### config.mk
export PLATFORM = sky130hd
export DESIGN_NAME = vga_fb_dma
export DESIGN_NICKNAME = d
export VERILOG_FILES = /design/src/rtl/vga_pkg.sv /design/src/rtl/vga_fb_unpack.sv /design/src/rtl/vga_fb_dma.sv
export SDC_FILE = /design/constraint.sdc
export NUM_CORES = 1
export LEC_CHECK = 0
export CAP_MARGIN = 20
export CORE_MARGIN = 5
export CORE_UTILIZATION = 30
export CTS_CLUSTER_DIAMETER = 150
export DETAILED_ROUTE_END_ITERATION = 6
export PLACE_DENSITY = 0.64
export SLEW_MARGIN = 5
export SYNTH_ARGS = -nofsm -noshare
export SYNTH_HDL_FRONTEND = slang
export SYNTH_SLANG_ARGS = --single-unit
### constraint.sdc
create_clock -name CLK -period 2.5 [get_ports CLK]
set_clock_uncertainty 0.1 [all_clocks]
set_input_delay 0.25 -clock CLK [delete_from_list [all_inputs] [get_ports CLK]]
set_output_delay 0.25 -clock CLK [all_outputs]
set_load 0.02 [all_outputs]
### src/rtl/vga_pkg.sv
// vga_pkg: shared types and geometry constants for the VGA framebuffer path.
// Contents: fetch FSM state encoding, native 640x480 / 320x240 line geometry,
//           and the RGB332 pixel layout also used by the panel driver.
package vga_pkg;

  typedef enum logic [2:0] {
    IDLE,
    REQ,
    UNPACK,
    DONE,
    DRAIN
  } state_t;

  // Reference geometry: the constants below describe the native 640x480 panel.
  // Other panel sizes scale them linearly against these.
  localparam int REF_H_ACTIVE      = 640;
  localparam int REF_V_ACTIVE      = 480;

  localparam int WORDS_PER_LINE_HI = 160;  // 640 px / 4 px per word
  localparam int WORDS_PER_LINE_LO = 80;   // 320 px / 4 px per word
  localparam int LINE_STRIDE_LO    = 320;  // bytes per low-res source line
  localparam int LINES_LO          = 240;  // low-res source lines

  // RGB332 pixel: red [7:5], green [4:2], blue [1:0].
  typedef struct packed {
    logic [2:0] r;
    logic [2:0] g;
    logic [1:0] b;
  } rgb332_t;

endpackage

### src/rtl/vga_fb_unpack.sv
// vga_fb_unpack: serialises one 32-bit word into RGB332 bytes, LSB first,
// optionally emitting every byte twice (horizontal pixel doubling).
// Ports: clk/rst_n; load+load_data start a word; dup selects doubling;
//        full stalls output with data held; flush abandons the word;
//        wr_en/wr_data drive the FIFO; done flags the last accepted write.
module vga_fb_unpack (
  input  logic        clk,
  input  logic        rst_n,
  input  logic        load,
  input  logic [31:0] load_data,
  input  logic        dup,
  input  logic        full,
  input  logic        flush,
  output logic        wr_en,
  output logic [7:0]  wr_data,
  output logic        done
);

  logic [31:0] word_q;
  logic [1:0]  byte_idx;
  logic        second;   // second copy of the current byte in doubling mode
  logic        busy;
  logic        last_beat;

  assign last_beat = (byte_idx == 2'd3) && (!dup || second);

  // The strobe is simply "have data and FIFO not full", so every asserted
  // strobe is a completed write and no separate accept handshake is needed.
  assign wr_en   = busy & ~full;
  assign wr_data = word_q[7:0];
  assign done    = wr_en & last_beat;

  always_ff @(posedge clk or negedge rst_n) begin
    if (!rst_n) begin
      word_q   <= '0;
      byte_idx <= 2'd0;
      second   <= 1'b0;
      busy     <= 1'b0;
    end else if (flush) begin
      busy     <= 1'b0;
    end else if (load) begin
      word_q   <= load_data;
      byte_idx <= 2'd0;
      second   <= 1'b0;
      busy     <= 1'b1;
    end else if (wr_en) begin
      if (dup && !second) begin
        second <= 1'b1;
      end else begin
        second   <= 1'b0;
        word_q   <= {8'h00, word_q[31:8]};
        byte_idx <= byte_idx + 2'd1;
        if (byte_idx == 2'd3) begin
          busy <= 1'b0;
        end
      end
    end
  end

endmodule

### src/rtl/vga_fb_dma.sv
// vga_fb_dma: fetches one frame per active-vertical period from memory over a
// single-outstanding req/ack bus and streams RGB332 pixels into the CDC FIFO.
// Ports: CFG_* sampled at frame start; ACTIVE_LINE_IN starts/aborts frames;
//        BUS_* word reads; FIFO_* pixel writes (stalled by full);
//        FRAME_DONE_OUT pulses once after the final pixel of a complete frame.
module vga_fb_dma
  import vga_pkg::*;
#(
  parameter int H_ACTIVE = 640,
  parameter int V_ACTIVE = 480,
  parameter int ADDR_W   = 32
) (
  input  logic              CLK,
  input  logic              RST_ASYNC_N,
  input  logic [ADDR_W-1:0] CFG_FB_BASE_IN,
  input  logic              CFG_LOWRES_IN,
  input  logic              ACTIVE_LINE_IN,
  output logic              BUS_REQ_OUT,
  output logic [ADDR_W-1:0] BUS_ADDR_OUT,
  input  logic              BUS_ACK_IN,
  input  logic [31:0]       BUS_DATA_IN,
  output logic              FIFO_WR_EN_OUT,
  output logic [7:0]        FIFO_WR_DATA_OUT,
  input  logic              FIFO_FULL_IN,
  output logic              FRAME_DONE_OUT
);

  // Geometry scaled from the native 640x480 constants.
  localparam int WPL_HI    = H_ACTIVE * WORDS_PER_LINE_HI / REF_H_ACTIVE;
  localparam int WPL_LO    = H_ACTIVE * WORDS_PER_LINE_LO / REF_H_ACTIVE;
  localparam int STRIDE_LO = H_ACTIVE * LINE_STRIDE_LO / REF_H_ACTIVE;
  localparam int NLINES_LO = V_ACTIVE * LINES_LO / REF_V_ACTIVE;

  localparam int WORD_W = (WPL_HI > 1) ? $clog2(WPL_HI) : 1;
  localparam int LINE_W = (V_ACTIVE > 1) ? $clog2(V_ACTIVE) : 1;

  localparam logic [ADDR_W-1:0] WORD_BYTES   = ADDR_W'(4);
  // Address register points at the last word of the line when rewinding.
  localparam logic [ADDR_W-1:0] REWIND       = ADDR_W'(STRIDE_LO - 4);
  localparam logic [ADDR_W-1:0] ALIGN_MASK   = ~ADDR_W'(3);
  localparam logic [WORD_W-1:0] WORD_LAST_HI = WORD_W'(WPL_HI - 1);
  localparam logic [WORD_W-1:0] WORD_LAST_LO = WORD_W'(WPL_LO - 1);
  localparam logic [LINE_W-1:0] LINE_LAST_HI = LINE_W'(V_ACTIVE - 1);
  localparam logic [LINE_W-1:0] LINE_LAST_LO = LINE_W'(NLINES_LO - 1);

  state_t            state;
  logic              active_q;
  logic              lowres_q;
  logic [ADDR_W-1:0] addr_q;
  logic [WORD_W-1:0] word_cnt;
  logic [LINE_W-1:0] line_cnt;
  logic              rep_q;     // second pass over a low-res source line
  logic              bus_req_q;
  logic              frame_done_q;

  logic rise;
  logic fall;
  logic end_of_line;
  logic end_of_frame;
  logic unpack_load;
  logic unpack_flush;
  logic unpack_done;

  assign rise = ACTIVE_LINE_IN & ~active_q;
  assign fall = ~ACTIVE_LINE_IN & active_q;

  assign end_of_line  = word_cnt == (lowres_q ? WORD_LAST_LO : WORD_LAST_HI);
  assign end_of_frame = end_of_line
                      && (line_cnt == (lowres_q ? LINE_LAST_LO : LINE_LAST_HI))
                      && (!lowres_q || rep_q);

  // An ack coinciding with an abort is dropped rather than unpacked.
  assign unpack_load  = (state == REQ) && BUS_ACK_IN && !fall;
  assign unpack_flush = (state == UNPACK) && fall;

  vga_fb_unpack u_unpack (
    .clk       (CLK),
    .rst_n     (RST_ASYNC_N),
    .load      (unpack_load),
    .load_data (BUS_DATA_IN),
    .dup       (lowres_q),
    .full      (FIFO_FULL_IN),
    .flush     (unpack_flush),
    .wr_en     (FIFO_WR_EN_OUT),
    .wr_data   (FIFO_WR_DATA_OUT),
    .done      (unpack_done)
  );

  always_ff @(posedge CLK or negedge RST_ASYNC_N) begin
    if (!RST_ASYNC_N) begin
      state        <= IDLE;
      active_q     <= 1'b0;
      lowres_q     <= 1'b0;
      addr_q       <= '0;
      word_cnt     <= '0;
      line_cnt     <= '0;
      rep_q        <= 1'b0;
      bus_req_q    <= 1'b0;
      frame_done_q <= 1'b0;
    end else begin
      active_q     <= ACTIVE_LINE_IN;
      frame_done_q <= 1'b0;

      case (state)
        IDLE: begin
          if (rise) begin
            addr_q    <= CFG_FB_BASE_IN & ALIGN_MASK;
            lowres_q  <= CFG_LOWRES_IN;
            word_cnt  <= '0;
            line_cnt  <= '0;
            rep_q     <= 1'b0;
            bus_req_q <= 1'b1;
            state     <= REQ;
          end
        end

        REQ: begin
          if (BUS_ACK_IN) begin
            bus_req_q <= 1'b0;
            state     <= fall ? IDLE : UNPACK;
          end else if (fall) begin
            // The bus cannot cancel a request: keep it up and swallow the ack.
            state <= DRAIN;
          end
        end

        UNPACK: begin
          if (fall) begin
            state <= IDLE;
          end else if (unpack_done) begin
            if (end_of_frame) begin
              frame_done_q <= 1'b1;
              state        <= DONE;
            end else begin
              bus_req_q <= 1'b1;
              state     <= REQ;
              if (!end_of_line) begin
                word_cnt <= word_cnt + 1'b1;
                addr_q   <= addr_q + WORD_BYTES;
              end else begin
                word_cnt <= '0;
                if (lowres_q && !rep_q) begin
                  // Refetch the same source line for vertical doubling.
                  rep_q  <= 1'b1;
                  addr_q <= addr_q - REWIND;
                end else begin
                  rep_q    <= 1'b0;
                  addr_q   <= addr_q + WORD_BYTES;
                  line_cnt <= line_cnt + 1'b1;
                end
              end
            end
          end
        end

        DONE: begin
          if (!ACTIVE_LINE_IN) begin
            state <= IDLE;
          end
        end

        DRAIN: begin
          if (BUS_ACK_IN) begin
            bus_req_q <= 1'b0;
            state     <= IDLE;
          end
        end

        default: state <= IDLE;
      endcase
    end
  end

  assign BUS_REQ_OUT    = bus_req_q;
  assign BUS_ADDR_OUT   = addr_q;
  assign FRAME_DONE_OUT = frame_done_q;

endmodule

* After elaboration in Yosys (flattened, before gate mapping) *
Index checks and enable logic that the tools add are counted.

operators by class
  bitwise gates (word level) = 8
  reduce and logical (&&, ||, !) cells = 30
  add/subtract/negate cells = 5
  muxes and demuxes = 63
  eq/ne operators = 20

operator list
  cell                                                 count
  two-way mux 32 bit                                   9
  case mux 32 bit (2 select lines)                     1
  two-way mux 9 bit                                    7
  two-way mux 8 bit                                    6
  adder 32 x 3 -> 32 bit, second input constant        1
  subtractor 32 x 9 -> 32 bit, second input constant   1
  two-way mux 1 bit                                    23
  two-way mux 3 bit                                    7
  case mux 9 bit (2 select lines)                      1
  case mux 8 bit (2 select lines)                      1
  case mux 3 bit (5 select lines)                      1
  != test 2 bit, second input constant                 7
  AND reduction 6 bit                                  2
  two-way mux 2 bit                                    5
  AND reduction 5 bit                                  2
  adder 9 x 1 -> 9 bit, second input constant          1
  equality test 9 bit                                  1
  nonzero test 3 bit                                   3
  adder 8 x 1 -> 8 bit, second input constant          1
  equality test 8 bit                                  1
  logical AND 1 bit                                    8
  AND reduction 7 bit                                  1
  equality test 3 x 2 -> 1 bit, second input constant  2
  != test 2 x 1 -> 1 bit, second input constant        3
  other kinds (18)                                     31

word-level totals
  input bits = 70
  flip-flop bits (word level) = 93
  logic and storage cells = 139

* Logic depth before layout (Yosys ltp) *
Gate-level depths: netlist (run 1).

  depth after elaboration = 8
  mapped depth = 10
  gate-level depth less buffers = 7

* Modules after synthesis *
A second synthesis (run 1) with hierarchy kept.

second synthesis, totals
  cells, all modules = 781
  area total of the unflattened synthesis = 6,541.3 µm²

by module, submodules not included
  module         times used  area each (µm²)  cells an instance
  vga_fb_dma     1           4,441.8          580
  vga_fb_unpack  1           2,099.5          201

* Worst setup path before layout (run 1) *
OpenSTA, ideal clock, no wires.

  path type = reg2reg
  from = register addr_q[21] (netlist: BUS_ADDR_OUT[21])
  to = register addr_q[29] (netlist: BUS_ADDR_OUT[29])
  cell stages (with the launch flop) = 8
  path slack = -42 ps
  path buffers = 1
  data required time = 2,320 ps
  period minus slack after synthesis = 2,542 ps
  data arrival time = 2,363 ps
  path through = dfrtp_1 -> buf_6 -> or4_4 -> or3_4 -> or3_1 -> o41a_1 -> a21oi_1 -> a2bb2oi_1

between the ends
  word-level cells in the longest chain between the ends = 7
  elaborated cells on any way between the ends = 8
  classes of those cells = 2 x add/sub; 6 x mux

RTL lines
  item                                                                   line                                                     source
  start: declaration                                                     vga_fb_dma.sv:49                                         logic [ADDR_W-1:0] addr_q;
  start signal: assignment                                               vga_fb_dma.sv:107                                        addr_q <= CFG_FB_BASE_IN & ALIGN_MASK;
  start signal: assignment                                               vga_fb_dma.sv:139                                        addr_q <= addr_q + WORD_BYTES;
  start signal: assignment                                               vga_fb_dma.sv:145                                        addr_q <= addr_q - REWIND;
  adder 32 x 3 -> 32 bit or subtractor 32 x 9 -> 32 bit (tied branches)  vga_fb_dma.sv:139, vga_fb_dma.sv:148, vga_fb_dma.sv:145
  two-way mux 32 bit                                                     vga_fb_dma.sv:142                                        if (lowres_q && !rep_q) begin
  two-way mux 32 bit *                                                   vga_fb_dma.sv:137                                        if (!end_of_line) begin
  two-way mux 32 bit *                                                   vga_fb_dma.sv:131                                        if (end_of_frame) begin
  two-way mux 32 bit *                                                   vga_fb_dma.sv:130                                        end else if (unpack_done) begin
  two-way mux 32 bit *                                                   vga_fb_dma.sv:128                                        if (fall) begin
  case mux 32 bit (2 select lines) *                                     vga_fb_dma.sv:104                                        case (state)

Mark *: on every way between the ends. The rest lies on a longest branch, timed or not. The select of a mux whose other input is x is not followed.
A chain may end at the register's enable or synchronous reset.

* Worst setup path in the final report (run 1) *
  from = register addr_q[23] (netlist: BUS_ADDR_OUT[23])
  to = register addr_q[29] (netlist: BUS_ADDR_OUT[29])

Same word-level chain as after synthesis.

==> results.py, run 1 <==
metrics = {
    "status": {
        "status": "finished with violations",
        "violations": "negative setup slack",
    },
    "power": {
        "power_density_mw_per_mm2": 827.6,
        "leakagePower_nw": 3.033,
        "finalPower_mw": 6.106,
        "max-vdd-ir-drop_mv": 0.4318,
    },
    "setup_path": {
        "cpMaxStageDelayCell": "or4_4",
        "critPathLaunch": "BUS_ADDR_OUT[23]",
        "critical_path_required_ns": 2.67,
        "crit_top_cell": "or3_4",
        "critPathLaunchType": "flop",
        "worstSetupPathType": "reg2reg",
        "slowest_delay_ns": 0.58,
        "cp-end-kind": "flop",
        "reg2reg_from": "BUS_ADDR_OUT[23]",
        "worstPathArrival_ns": 2.70,
        "path_cells": "or4_4, or3_4, or3_4, o41a_1, a21oi_2, a2bb2oi_1",
        "cp_max_fo": 4,
    },
    "clock_network": {
        "path_clk_slew_ns": 0.07,
        "cts_tree": "done",
        "cts_sinks": 91,
        "cts_max_level": 3,
        "cts_made_buffers": 9,
        "clock_latency_ns": 0.35,
        "cts_root_buf": "clkbuf_16",
        "ctsLongestPathBuffers": 2,
    },
    "route": {
        "totalWireLength_um": 16010,
        "drtIter0Drc": 344,
        "drtAntennaViolNets": 0,
        "num_vias": 5121,
        "firstDrtPassIters": 7,
        "wl_per_cell_um": 16.25,
        "viasPerCell": 5.199,
        "drc": 0,
    },
    "timing": {
        "max-slew-margin-rel": 0.4373,
        "setup_tns_ns": -0.02891,
        "clock.fmax_mhz": 395.4,
        "setup_viol": 1,
        "final_max_slew_viol_count": 0,
        "post-route-period-util": 1.012,
        "worst_slack_ns": -0.02891,
        "rsz0062_at_grt": "yes",
        "finalHoldViolCount": 0,
        "tightest_slew_ns": 0.8440,
        "timing.final.crit_period_ns": 2.529,
    },
    "place": {
        "portBuffers": 108,
        "hpwl_um": 11550,
        "place_congestion": 0.9432,
    },
    "synthesis": {
        "synth-async-reset-ratio": 1.000,
        "avgSynthCellArea_um2": 8.676,
        "ys_ff_latch": 91,
        "synth-edff-count": 0,
        "syn_inst": 625,
        "syn_area_mm2": 0.005423,
        "synth_cell_types": 61,
        "yosysWarnings": 0,
        "ys_seq_area_frac": 0.4199,
        "synth_flop_cell": "dfrtp_1",
    },
    "layout": {
        "layout_common_cells": "clkdlybuf4s50_1, dfrtp_1, nand2_1",
        "drive_gt1_frac": 0.1323,
        "nets": 825,
        "num_antenna_cells": 0,
        "fillCellCount": 1803,
        "layout_commonest_cell": "clkdlybuf4s50_1",
        "syn_to_final_growth_pct": 36.04,
    },
    "grt": {
        "overflow": 0,
        "grt_max_degree": 70,
        "grt_pass1_wl_um": 25290,
        "grt_pass1_vias": 4850,
        "grt_usage": 0.1519,
        "antenna_found_initial": 0,
    },
    "die": {
        "ios": 113,
        "start_util": 0.3029,
        "die_y_um": 144.4,
        "fp.dieArea_mm2": 0.02086,
        "rows": 49,
        "die_w_um": 144.4,
        "core-area_mm2": 0.01790,
    },
    "min_path": {
        "min-delay-start": "ACTIVE_LINE_IN",
        "worstHoldPathType": "in2reg",
    },
    "flow_run": {
        "drv_cap": 0,
    },
}
-- path summary, 6_finish.rpt --
kind                                  endpoint  slack [ns]  cells after the start
max                           BUS_ADDR_OUT[29]       -0.03                      6
min                                   active_q        0.34                      1
max reg2reg                   BUS_ADDR_OUT[29]       -0.03                      6
min reg2reg                      u_unpack.busy        0.41                      1
max in group asynchronous  u_unpack.word_q[20]        1.17                      3
min in group asynchronous     BUS_ADDR_OUT[18]        0.45                      2
-- per-stage QoR --
stage	worst slack (ns)	area (um^2)	cells	hold slack, ns	utilization
6_report	-0.02891	7377	985	0.3361	0.4121
5_1_grt	-0.09556	7377	985	0.3519	0.4121
4_1_cts	-0.01198	7343	985	0.3215	0.4102
2_1_floorplan	-0.001796	5428	626	-0.1456	-
3_5_place_dp	-0.08265	7041	968	0.3071	0.3933
3_3_place_gp	-0.05358	7041	968	0.3085	0.3933
-- final cells by class --
class | count | area, um^2 | area share
Clock buffer | 10 | 239.0 | 0.03239
Multi-Input combinational cell | 470 | 2880 | 0.3904
Timing Repair Buffer | 170 | 1613 | 0.2186
Sequential cell | 91 | 2278 | 0.3089
Tap cell | 229 | 286.5 | 0.03884
Inverter | 9 | 33.78 | 0.004579
Clock inverter | 6 | 46.29 | 0.006275
-- sequential cells by signal, summed over array words and instances (netlist names) --
| name | cells |
|---|---|
| lowres_q | 1 |
| FRAME_DONE_OUT | 1 |
| BUS_REQ_OUT | 1 |
| u_unpack.second | 1 |
| u_unpack.busy | 1 |
| word_cnt | 8 |
| u_unpack.byte_idx | 2 |
| active_q | 1 |
| line_cnt | 9 |
| u_unpack.word_q | 32 |
| rep_q | 1 |
| BUS_ADDR_OUT | 30 |
| state | 3 |
-- worst max-delay path: cells and delay by family (launching register included) --
family | cells | cell delay (ns)
flops | 1 | 0.38
compound gates | 3 | 0.67
simple gates | 3 | 1.30
-- timing repair --
item                                    CTS  global route
hold endpoints to repair                 59             0
cloned                                    0             0
resized for setup                         1             8
hold buffers                              1             0
endpoints found under the setup margin    2            35
setup buffers                             0             0
-- power breakdown --
group          internal [mW]  switching [mW]  total, mW
combinational           1.21            1.29       2.50
clock                  0.712           0.617       1.33
sequential              1.90           0.377       2.28
total                   3.82            2.29       6.11
-- logic make-up (layout without fill, tap and decap cells) --
| group | Yosys count | in the layout | synth area share |
|---|---|---|---|
| compound gates | 190 | 190 | 0.2303 |
| buf+inv | 65 | 195 | 0.05860 |
| fa+ha+maj | 5 | 5 | 0.01108 |
| mux | 30 | 30 | 0.05561 |
| xor+xnor | 6 | 6 | 0.009691 |
| flops | 91 | 91 | 0.4199 |
| simple gates | 237 | 237 | 0.2141 |
| other cells | 1 | 2 | 0.0006915 |
-- synthesized netlist by cell type (8+ instances only) --
master / instances / area share
a21oi_1: 28 / 0.026
a2bb2oi_1: 16 / 0.026
a31oi_1: 15 / 0.017
and3_1: 8 / 0.0092
buf_2: 11 / 0.010
buf_4: 10 / 0.014
clkbuf_1: 31 / 0.021
dfrtp_1: 91 / 0.42
inv_1: 9 / 0.0062
mux2i_1: 29 / 0.054
nand2_1: 88 / 0.061
nand3_1: 27 / 0.025
nand4_1: 16 / 0.018
nor2_1: 41 / 0.028
nor3_1: 11 / 0.010
o21a_1: 12 / 0.017
o21ai_0: 55 / 0.051
o22ai_1: 16 / 0.018
o31ai_1: 8 / 0.011
-- layer usage --
| layer | wire (um) | part of all wire | GRT usage | vias to the layer above |
|---|---|---|---|---|
| met5 | 0 | 0 | 0 | - |
| met4 | 229 | 0.014 | 0.04173 | 0 |
| met3 | 1326 | 0.083 | 0.04001 | 16 |
| met2 | 7346 | 0.46 | 0.2465 | 163 |
| met1 | 7108 | 0.44 | 0.2007 | 2391 |
| li1 | - | - | - | 2551 |
Note: power is estimated with default switching activity, not from simulation.
==> inputs of run 2 (changes only) <==
- PLACE_DENSITY: 0.64 -> 0.62
- clock period: 2.5 -> 3.19 ns (I/O delays scaled with it)
==> results.py, run 2 (synthesized netlist as in run 1, its figures left out) <==
metrics = {
    "layout": {
        "fillCellCount": 1833,
        "fin_cells": 945,
        "largest_reg_flops": 32,
        "drive_gt1_frac": 0.07123,
        "largest-register": "u_unpack.word_q",
        "fin_util": 0.3947,
        "layout_common_cells": "clkdlybuf4s50_1, dfrtp_1, nand2_1",
        "nets": 785,
        "num_antenna_cells": 0,
        "syn_to_final_growth_pct": 30.32,
        "layout_commonest_cell": "clkdlybuf4s50_1",
    },
    "route": {
        "num_vias": 4937,
        "drtIter0Drc": 292,
        "firstDrtPassIters": 5,
        "viasPerCell": 5.224,
        "drc": 0,
        "wl_per_cell_um": 16.46,
        "totalWireLength_um": 15560,
        "drtAntennaViolNets": 0,
    },
    "clock_network": {
        "post_cts_resized": 0,
        "clock_latency_ns": 0.35,
        "cts_tree": "done",
        "cts_root_buf": "clkbuf_16",
        "path_clk_slew_ns": 0.07,
        "cts_max_level": 3,
        "ctsLongestPathBuffers": 2,
        "cts_made_buffers": 9,
        "cts_sinks": 91,
        "post_cts_buffers": 0,
    },
    "power": {
        "max-vdd-ir-drop_mv": 0.3083,
        "switching_share": 0.3701,
        "pwr-share-clk": 0.251,
        "p_comb_frac": 0.363,
        "p_int_mw": 3.030,
        "seq_power_share": 0.385,
        "finalPower_mw": 4.811,
        "leakagePower_nw": 2.847,
        "p_switching_mw": 1.780,
        "power_density_mw_per_mm2": 680.7,
    },
    "setup_path": {
        "cp-end-kind": "flop",
        "worstSetupPathType": "reg2reg",
        "cp_max_fo": 35,
        "worstPathArrival_ns": 2.95,
        "critPathLaunchType": "flop",
        "r2r-end": "BUS_ADDR_OUT[30]",
        "reg2reg_slack_ns": 0.38,
        "r2r.worst_path.cells": 8,
        "reg2reg_from": "word_cnt[0]",
        "critical_path_required_ns": 3.33,
    },
    "grt": {
        "grt.met3_usage": 0.03505,
        "overflow": 0,
        "grt_usage": 0.1496,
        "grt-busiest-layer": "met2",
        "antenna_found_initial": 1,
        "met2_usage": 0.2290,
        "met1_usage": 0.2088,
        "grt_pass1_wl_um": 25050,
        "grt_max_degree": 70,
        "grt_pass1_vias": 4808,
    },
    "timing": {
        "finalHoldViolCount": 0,
        "final_max_slew_viol_count": 0,
        "worst_slack_ns": 0.3784,
        "setup_viol": 0,
        "tightest_slew_ns": 0.6606,
        "rsz0062_at_grt": "no",
        "post-route-period-util": 0.8814,
        "setup_tns_ns": 0,
        "clock.fmax_mhz": 355.7,
        "timing.final.crit_period_ns": 2.812,
        "max-slew-margin-rel": 0.5596,
    },
    "status": {
        "status": "finished, final reports clean",
    },
    "min_path": {
        "min-delay-start": "BUS_DATA_IN[31]",
        "min_path_cells": 3,
        "hold_end": "u_unpack.word_q[31]",
        "worstHoldPathType": "in2reg",
    },
    "die": {
        "start_util": 0.3029,
        "core-area_mm2": 0.01790,
        "ios": 113,
        "rows": 49,
        "die_y_um": 144.4,
        "die_w_um": 144.4,
        "fp.dieArea_mm2": 0.02086,
    },
    "place": {
        "portBuffers": 108,
        "hpwl_um": 10980,
        "place_congestion": 0.8543,
        "placed_cells": 928,
        "dp_slack_ns": 0.4091,
    },
    "flow_run": {
        "drv_cap": 0,
    },
}
==> run 2: cell count changes in the layout (fill, tap and decap cells not counted), moves of 2 or more <==
cell | previous run | this run
o32ai_2 | 2 | 0
o32ai_1 | 5 | 7
clkinv_2 | 2 | 0
bufinv_16 | 0 | 2
buf_4 | 56 | 18
==> run 2: repair_timing <==
action                                 in CTS  in global routing
endpoints found under the hold margin      44                  0
hold buffers                                1                  0
setup endpoints to repair                   0                  0
==> run 2: per-layer routing <==
| layer | wire (um) | share of wire |
|---|---|---|
| met5 | 18 | 0.0012 |
| met2 | 7028 | 0.45 |
| met4 | 230 | 0.015 |
| met1 | 7312 | 0.47 |
| met3 | 969 | 0.062 |
==> run 2: how the worst max path moves through the flow <==
stage	start	endpoint	slack [ns]	depth (start not counted)
after floorplan	BUS_ADDR_OUT[21]	BUS_ADDR_OUT[29]	0.65	7
after global placement	word_cnt[0]	BUS_ADDR_OUT[21]	0.44	8
after detailed placement	word_cnt[0]	BUS_ADDR_OUT[30]	0.41	8
after CTS	word_cnt[0]	BUS_ADDR_OUT[30]	0.39	8
after global routing	word_cnt[0]	BUS_ADDR_OUT[30]	0.21	8
final	word_cnt[0]	BUS_ADDR_OUT[30]	0.38	8
==> run 2: final cells by class <==
class / instances / area [um^2] / share of cell area
Multi-Input combinational cell: 470 / 2843 / 0.4023
Tap cell: 229 / 286.5 / 0.04055
Inverter: 9 / 33.78 / 0.004780
Clock inverter: 7 / 105.1 / 0.01487
Sequential cell: 91 / 2277 / 0.3222
Timing Repair Buffer: 130 / 1296 / 0.1834
Clock buffer: 9 / 225.2 / 0.03187
==> run 2: power groups by stage <==
| stage | clock network (mW) | registers [mW] | logic, mW |
|---|---|---|---|
| global placement | 0 | 1.87 | 1.74 |
| finish | 1.21 | 1.85 | 1.75 |
| global route | 1.29 | 1.92 | 1.92 |
| floorplan | 0 | 1.89 | 1.00 |
| CTS | 1.25 | 1.85 | 1.77 |
| detailed placement | 0 | 1.87 | 1.77 |
==> run 2: critical path: stages, from the launching register on <==
cell and delay [ns]:
dfrtp_1 0.40, ha_1 0.23, and4b_1 0.31, o221ai_2 0.15, or4_1 0.74, nand2_1 0.27, buf_12 0.24, a21oi_1 0.06
o21a_1 0.17
==> run 2: per-stage QoR <==
| step | area (um^2) | hold slack (ns) |
|---|---|---|
| after global placement | 6726 | 0.2869 |
| after floorplan | 5426 | -0.07659 |
| final | 7067 | 0.4151 |
| after CTS | 7067 | 0.3998 |
| after global routing | 7067 | 0.4292 |
| after detailed placement | 6726 | 0.3006 |
==> inputs of run 3 (changes only) <==
--- a/constraint.sdc
+++ b/constraint.sdc
@@ -3,3 +3,3 @@
 set_input_delay 0.319 -clock CLK [delete_from_list [all_inputs] [get_ports CLK]]
 set_output_delay 0.319 -clock CLK [all_outputs]
-set_load 0.02 [all_outputs]
+set_load 0.005 [all_outputs]
==> results of run 3 <==
The final DEF is identical to that of run 2. Status: finished, final reports clean.
Among the figures that moved: total power 4.811 mW -> 4.599 mW; worst IR drop on VDD 0.3083 mV -> 0.2997 mV
